===== config.mk =====
export PLATFORM = sky130hd
export DESIGN_NAME = kypd_scanner
export DESIGN_NICKNAME = d
export VERILOG_FILES = /design/src/rtl/kypd_pkg.sv /design/src/rtl/kypd_col_scan.sv /design/src/rtl/kypd_scanner.sv
export SDC_FILE = /design/constraint.sdc
export NUM_CORES = 1
export LEC_CHECK = 0
export ABC_CLOCK_PERIOD_IN_PS = 2500
export BUFFER_PORTS_ARGS = -buffer_cell sky130_fd_sc_hd__buf_2
export CORE_ASPECT_RATIO = 1.25
export CORE_MARGIN = 2
export CORE_UTILIZATION = 45
export CTS_CLUSTER_DIAMETER = 50
export DETAILED_ROUTE_END_ITERATION = 12
export GPL_ROUTABILITY_DRIVEN = 0
export PLACE_DENSITY_LB_ADDON = 0.15
export SKIP_LAST_GASP = 1
export SLEW_MARGIN = 20
export SYNTH_ARGS = -nofsm -noshare
export SYNTH_HDL_FRONTEND = slang
export SYNTH_SLANG_ARGS = --single-unit

===== constraint.sdc =====
create_clock -name CLK -period 2.5 [get_ports CLK]
set_clock_uncertainty 0.15 [all_clocks]
set_input_delay 0.25 -clock CLK [delete_from_list [all_inputs] [get_ports CLK]]
set_output_delay 0.25 -clock CLK [all_outputs]
set_load 0.05 [all_outputs]

===== src/rtl/kypd_pkg.sv =====
// Shared types and helpers for the PmodKYPD keypad scanner.
package kypd_pkg;

  typedef enum logic [1:0] {
    ST_IDLE     = 2'd0,
    ST_DEBOUNCE = 2'd1,
    ST_PRESSED  = 2'd2
  } state_t;

  // Result of one full four-column scan; none=1 means no row was low.
  typedef struct packed {
    logic       none;
    logic [3:0] key;
  } scan_res_t;

  localparam scan_res_t SCAN_NONE = '{none: 1'b1, key: 4'h0};

  // PmodKYPD layout: {row,col} -> hex code.
  function automatic logic [3:0] key_map(input logic [1:0] row, input logic [1:0] col);
    logic [3:0] k;
    case ({row, col})
      4'h0: k = 4'h1;
      4'h1: k = 4'h2;
      4'h2: k = 4'h3;
      4'h3: k = 4'hA;
      4'h4: k = 4'h4;
      4'h5: k = 4'h5;
      4'h6: k = 4'h6;
      4'h7: k = 4'hB;
      4'h8: k = 4'h7;
      4'h9: k = 4'h8;
      4'hA: k = 4'h9;
      4'hB: k = 4'hC;
      4'hC: k = 4'h0;
      4'hD: k = 4'hF;
      4'hE: k = 4'hE;
      default: k = 4'hD;
    endcase
    return k;
  endfunction

endpackage


===== src/rtl/kypd_col_scan.sv =====
// Column driver: row synchronizer, dwell counter, column rotation and per-scan result.
module kypd_col_scan
  import kypd_pkg::*;
#(
  parameter int unsigned SCAN_DIV = 8192
) (
  input  logic      CLK,
  input  logic      RSTN,
  input  logic [3:0] ROW_I,
  output logic [3:0] col,
  output logic      scan_vld,
  output scan_res_t scan_res
);

  localparam int unsigned DW = $clog2(SCAN_DIV);

  logic [3:0]    row_s1, row_s2;
  logic [DW-1:0] dwell;
  logic [1:0]    col_idx;
  logic          found;
  logic [3:0]    found_key;

  logic          dwell_tc;
  logic [1:0]    first_row;
  logic          acc_found;
  logic [3:0]    acc_key;

  // Lowest-numbered low row of the current column, merged with earlier columns of this scan.
  always_comb begin
    dwell_tc  = (dwell == DW'(SCAN_DIV - 1));
    first_row = 2'd0;
    for (int i = 3; i >= 0; i--) begin
      if (!row_s2[i]) first_row = 2'(i);
    end
    acc_found = found | (row_s2 != 4'hF);
    acc_key   = found ? found_key : key_map(first_row, col_idx);
  end

  // Two-flop synchronizer for the asynchronous row inputs.
  always_ff @(posedge CLK) begin
    if (!RSTN) begin
      row_s1 <= 4'hF;
      row_s2 <= 4'hF;
    end else begin
      row_s1 <= ROW_I;
      row_s2 <= row_s1;
    end
  end

  // Dwell count, column rotation and first-hit accumulation across col0..col3.
  always_ff @(posedge CLK) begin
    if (!RSTN) begin
      dwell     <= '0;
      col_idx   <= 2'd0;
      col       <= 4'b1110;
      found     <= 1'b0;
      found_key <= 4'h0;
      scan_vld  <= 1'b0;
      scan_res  <= SCAN_NONE;
    end else begin
      scan_vld <= 1'b0;
      if (dwell_tc) begin
        dwell   <= '0;
        col_idx <= col_idx + 2'd1;
        col     <= {col[2:0], col[3]};
        if (col_idx == 2'd3) begin
          scan_vld      <= 1'b1;
          scan_res.none <= ~acc_found;
          scan_res.key  <= acc_found ? acc_key : 4'h0;
          found         <= 1'b0;
          found_key     <= 4'h0;
        end else begin
          found     <= acc_found;
          found_key <= acc_key;
        end
      end else begin
        dwell <= dwell + DW'(1);
      end
    end
  end

endmodule


===== src/rtl/kypd_scanner.sv =====
// Keypad scanner top: debounce FSM, last-key and 8-digit entry registers.
// Optional: define KYPD_CLEAR_EN so an accepted 'C' clears the entry register.
module kypd_scanner
  import kypd_pkg::*;
#(
  parameter int unsigned SCAN_DIV       = 8192,
  parameter int unsigned DEBOUNCE_SCANS = 4
) (
  input  logic        CLK,
  input  logic        RSTN,
  input  logic [3:0]  ROW_I,
  output logic [3:0]  COL_O,
  output logic [3:0]  KEY_O,
  output logic        KEY_VLD_O,
  output logic [31:0] ENTRY_O
);

  localparam int unsigned CW = $clog2(DEBOUNCE_SCANS + 1);
  localparam logic [CW-1:0] CNT_DONE = CW'(DEBOUNCE_SCANS);

  state_t        state, state_nx;
  logic [3:0]    cand, cand_nx;
  logic [CW-1:0] cnt, cnt_nx, rcnt, rcnt_nx;
  logic          accept;
  logic [3:0]    key_nx;
  logic [31:0]   entry_nx;

  logic          scan_vld;
  scan_res_t     scan_res;

  kypd_col_scan #(.SCAN_DIV(SCAN_DIV)) u_col_scan (
    .CLK      (CLK),
    .RSTN     (RSTN),
    .ROW_I    (ROW_I),
    .col      (COL_O),
    .scan_vld (scan_vld),
    .scan_res (scan_res)
  );

  // Debounce FSM, advanced once per scan result; acceptance updates key and entry.
  always_comb begin
    state_nx = state;
    cand_nx  = cand;
    cnt_nx   = cnt;
    rcnt_nx  = rcnt;
    accept   = 1'b0;
    key_nx   = KEY_O;
    entry_nx = ENTRY_O;

    if (scan_vld) begin
      case (state)
        ST_IDLE: begin
          if (!scan_res.none) begin
            state_nx = ST_DEBOUNCE;
            cand_nx  = scan_res.key;
            cnt_nx   = CW'(1);
          end
        end
        ST_DEBOUNCE: begin
          if (scan_res.none) begin
            state_nx = ST_IDLE;
            cnt_nx   = '0;
          end else if (scan_res.key == cand) begin
            cnt_nx = cnt + CW'(1);
          end else begin
            cand_nx = scan_res.key;
            cnt_nx  = CW'(1);
          end
        end
        ST_PRESSED: begin
          if (scan_res.none) begin
            if (rcnt + CW'(1) == CNT_DONE) begin
              state_nx = ST_IDLE;
              rcnt_nx  = '0;
            end else begin
              rcnt_nx = rcnt + CW'(1);
            end
          end else begin
            rcnt_nx = '0;
          end
        end
        default: state_nx = ST_IDLE;
      endcase

      if (state_nx == ST_DEBOUNCE && cnt_nx == CNT_DONE) begin
        accept   = 1'b1;
        state_nx = ST_PRESSED;
        cnt_nx   = '0;
        rcnt_nx  = '0;
      end
    end

    if (accept) begin
      key_nx   = cand_nx;
`ifdef KYPD_CLEAR_EN
      if (cand_nx == 4'hC) entry_nx = 32'h0;
      else                 entry_nx = {ENTRY_O[27:0], cand_nx};
`else
      entry_nx = {ENTRY_O[27:0], cand_nx};
`endif
    end
  end

  // State and output registers.
  always_ff @(posedge CLK) begin
    if (!RSTN) begin
      state     <= ST_IDLE;
      cand      <= 4'h0;
      cnt       <= '0;
      rcnt      <= '0;
      KEY_O     <= 4'h0;
      KEY_VLD_O <= 1'b0;
      ENTRY_O   <= 32'h0;
    end else begin
      state     <= state_nx;
      cand      <= cand_nx;
      cnt       <= cnt_nx;
      rcnt      <= rcnt_nx;
      KEY_O     <= key_nx;
      KEY_VLD_O <= accept;
      ENTRY_O   <= entry_nx;
    end
  end

endmodule


==> flow_metrics.py <==
metrics = {
    "synthesis": {
        "synth_top_area_share_pct": 47.7,
        "synth-simple-area-share_pct": 20.9,
        "syn_nets": 395,
        "synthCells": 380,
        "synthAdderAreaFrac_pct": 3.23,
        "synth_top_family_by_area": "simple AND/OR/NAND/NOR gates",
        "synth_edf_count": 0,
        "syn_area_mm2": 0.00349,
        "synth.area.top_cells": "dfxtp_1 (48%), nand2_1 (6.0%), mux2i_1 (4.3%)",
        "synthXorXnorAreaFrac_pct": 4.27,
        "yosysWarningCount": 0,
        "muxShareOfSynthArea_pct": 4.31,
        "synth-main-ff-cell": "dfxtp_1",
        "synth_cell_types": 53,
        "synth_largest_area_cell": "dfxtp_1",
        "synth_compound_area_share_pct": 15.4,
        "ys_seq_area_share_pct": 47.7,
        "async_flop_share_pct": 0,
        "avgSynthCellArea_um2": 9.17,
        "ys_seq_elements": 83,
    },
    "detailed_routing": {
        "first_pass_iters": 4,
        "drtIter0Drc": 125,
        "dr_total_vias": 2780,
        "avgRoutedWirePerCell_um": 13.5,
        "ant_nets": 0,
        "vias_per_cell": 5.32,
        "route.detailed.drc": 0,
        "wl_um": 7040,
    },
    "finish": {
        "area_delta_synth_final_pct": 15.1,
        "drive_above_1_share_pct": 18.3,
        "nFillCells": 715,
        "insertedDiodeCount": 0,
        "nets": 442,
    },
    "clock_network": {
        "hold_buffers": 4,
        "cts_resized": 0,
        "clock_sinks": 83,
        "cts-root-buf": "clkbuf_8",
        "htreeDepth": 3,
        "cts_buffers": 9,
        "cts_setup_buffers": 0,
        "cts_tree": "built",
        "clk_latency_ns": 0.34,
        "clockBufferDepth": 2,
        "path_clk_slew_ns": 0.08,
    },
    "run": {
        "drv_cap": 0,
    },
    "min_path": {
        "whs_endpoint": "cnt[0]",
        "min_from": "RSTN",
        "hold_class": "in2reg",
        "holdPathStages": 2,
    },
    "timing": {
        "setup_viol": 0,
        "worstMarginPinSlew_ns": 0.819,
        "layout_setup_ws_ns": 0.183,
        "slew_headroom_pct": 45.4,
        "hold_viol_final": 0,
        "drv_slew": 0,
        "min_period_ns": 2.32,
        "fin_setup_tns_ns": 0,
        "rsz0062_at_grt": "false",
        "max_freq_ghz": 0.432,
        "finalCritPeriodShare_pct": 92.7,
    },
    "grt": {
        "grt_pass1_vias": 2566,
        "antenna_found_initial": 0,
        "grtUsageTotal_pct": 17.8,
        "grt_pass1_wl_um": 11700,
        "grt_max_degree": 33,
        "grt-ovfl-total": 0,
    },
    "floorplan": {
        "rows": 35,
        "die_area_mm2": 0.00847,
        "initial_utilization_pct": 46.8,
        "die_y_um": 102,
        "die_w_um": 82.7,
        "ioPinCount": 47,
        "core_area_mm2": 0.00744,
    },
    "setup_path": {
        "setup.worst_path.start": "cnt[0]",
        "slowest_stage": "or3_1",
        "worst_ep_arrival_time_ns": 2.40,
        "cp-end-kind": "flip-flop",
        "worstRegToRegCells": 5,
        "reg2reg_to": "rcnt[1]",
        "r2r_start": "cnt[0]",
        "worst-setup-path-type": "reg2reg",
        "critPathTopFamily": "simple AND/OR/NAND/NOR gates",
        "worst-path-max-fanout": 7,
        "startpoint_type": "flip-flop",
        "reg2reg_slack_ns": 0.18,
        "crit_buf_inv": 0,
        "cp.required_ns": 2.59,
        "critPathMaxStageDelay_ns": 0.50,
        "path_cells": "ha_1 > nor3_1 > nand3_2 > or3_1 > a32o_1",
    },
    "power_and_ir_drop": {
        "p_leak_nw": 1.61,
        "pwr-share-clk_pct": 39.7,
        "peakVddDrop_mv": 0.474,
        "switching_power_w": 0.000509,
        "p_int_w": 0.00181,
        "p_seq_share_pct": 57.7,
        "pwr-share-comb_pct": 2.6,
        "p_per_area_mw_per_mm2": 578,
        "p_sw_share_pct": 21.9,
    },
    "placed_design": {
        "hpwlAfterDp_um": 4880,
        "port_buffers": 46,
        "place_ws_ns": 0.188,
    },
    "status": {
        "status": "finished, final reports clean",
    },
}
[power by group through the flow]
stage	combinational, W	clock, W	sequential, W
4_1_cts	0.0000611	0.000944	0.00134
6_report	0.0000604	0.000921	0.00134
5_1_grt	0.0000682	0.000994	0.00134
2_1_floorplan	0.0000414	0	0.00137
3_3_place_gp	0.0000565	0	0.00137
3_5_place_dp	0.0000560	0	0.00137
[worst max-delay path by stage]
stage,endpoint,slack [ns],depth (start not counted)
2_1_floorplan,rcnt[1],0.29,6
3_3_place_gp,rcnt[2],0.27,5
3_5_place_dp,u_col_scan.found_key[3],0.19,6
4_1_cts,u_col_scan.found_key[0],0.18,6
5_1_grt,u_col_scan.found_key[3],0.009,6
6_report,rcnt[1],0.18,5
[cells in the mapped netlist, types with 4 or more instances]
cell       n
a31o_1     4
ha_1       9
o21ai_0    8
xnor2_1    9
nand2b_1  13
nand2_1   56
inv_1     10
mux2i_1   15
buf_2      6
nor4_1     5
nor3_1     6
xor2_1     8
nand3_1   10
nor2_1    32
a21oi_1   14
buf_4      4
dfxtp_1   83
o22ai_1   24
clkbuf_1  12
or3_1      4
[final cells by class]
cell class	count	area, um2	area share (%)
timing repair buffer	59	338	8.42
sequential	83	1660	41.4
clock inverter	4	52.6	1.31
clock buffer	11	131	3.27
inverter	10	37.5	0.935
multi-input combinational	264	1680	41.8
tap	92	115	2.87
[flip-flops by register name, summed over array words and instances (netlist names), 3 cells and up]
name                  cells
u_col_scan.row_s2         4
u_col_scan.scan_res       5
cnt                       3
u_col_scan.found_key      4
u_col_scan.row_s1         4
u_col_scan.col            4
cand                      4
rcnt                      3
u_col_scan.dwell         13
KEY_O                     3
ENTRY_O                  29
[per-stage QoR]
stage	utilization, %	power, W	area, um2	hold slack (ns)	std cells
after CTS	53.9	0.00234	4010	0.130	523
after floorplan	-	0.00141	3490	0.201	380
after global placement	50.9	0.00143	3790	0.239	504
after detailed placement	50.9	0.00143	3790	0.245	504
after global routing	53.9	0.00240	4010	0.156	523
final	53.9	0.00232	4010	0.134	523
[cells by family (layout without fill, tap and decap cells)]
kind of cell	Yosys count	after routing
compound gates	76	76
xor+xnor	17	17
fa+ha+maj	9	9
simple gates	147	147
flops	83	83
buf+inv	33	84
mux	15	15
[cells in the final DEF (no fill, tap or decap), types with 4 or more instances in the layout]
cell type / instances
dlygate4sd3_1: 4
or3_1: 4
buf_4: 9
a21oi_1: 14
clkbuf_8: 9
o21ai_0: 8
mux2i_1: 15
o22ai_1: 24
xor2_1: 8
nand2b_1: 13
ha_1: 9
nor3_1: 6
dfxtp_1: 83
buf_2: 46
inv_1: 10
nor4_1: 5
nand3_1: 10
a31o_1: 4
xnor2_1: 9
nand2_1: 56
nor2_1: 32
[routing by layer]
layer / GRT usage (%) / share of wire, % / up-vias
met5: 0 / 0 / -
met4: 7.82 / 2.1 / 0
met3: 3.71 / 3.4 / 15
met2: 27.4 / 48 / 59
met1: 24.0 / 47 / 1283
li1: - / - / 1423
[worst register-to-register path, stage by stage (launching register included)]
cell	delay (ns)
dfxtp_1	0.42
ha_1	0.29
nor3_1	0.44
nand3_2	0.12
or3_1	0.50
a32o_1	0.30
No activity file was read; power rests on OpenSTA's default activity.
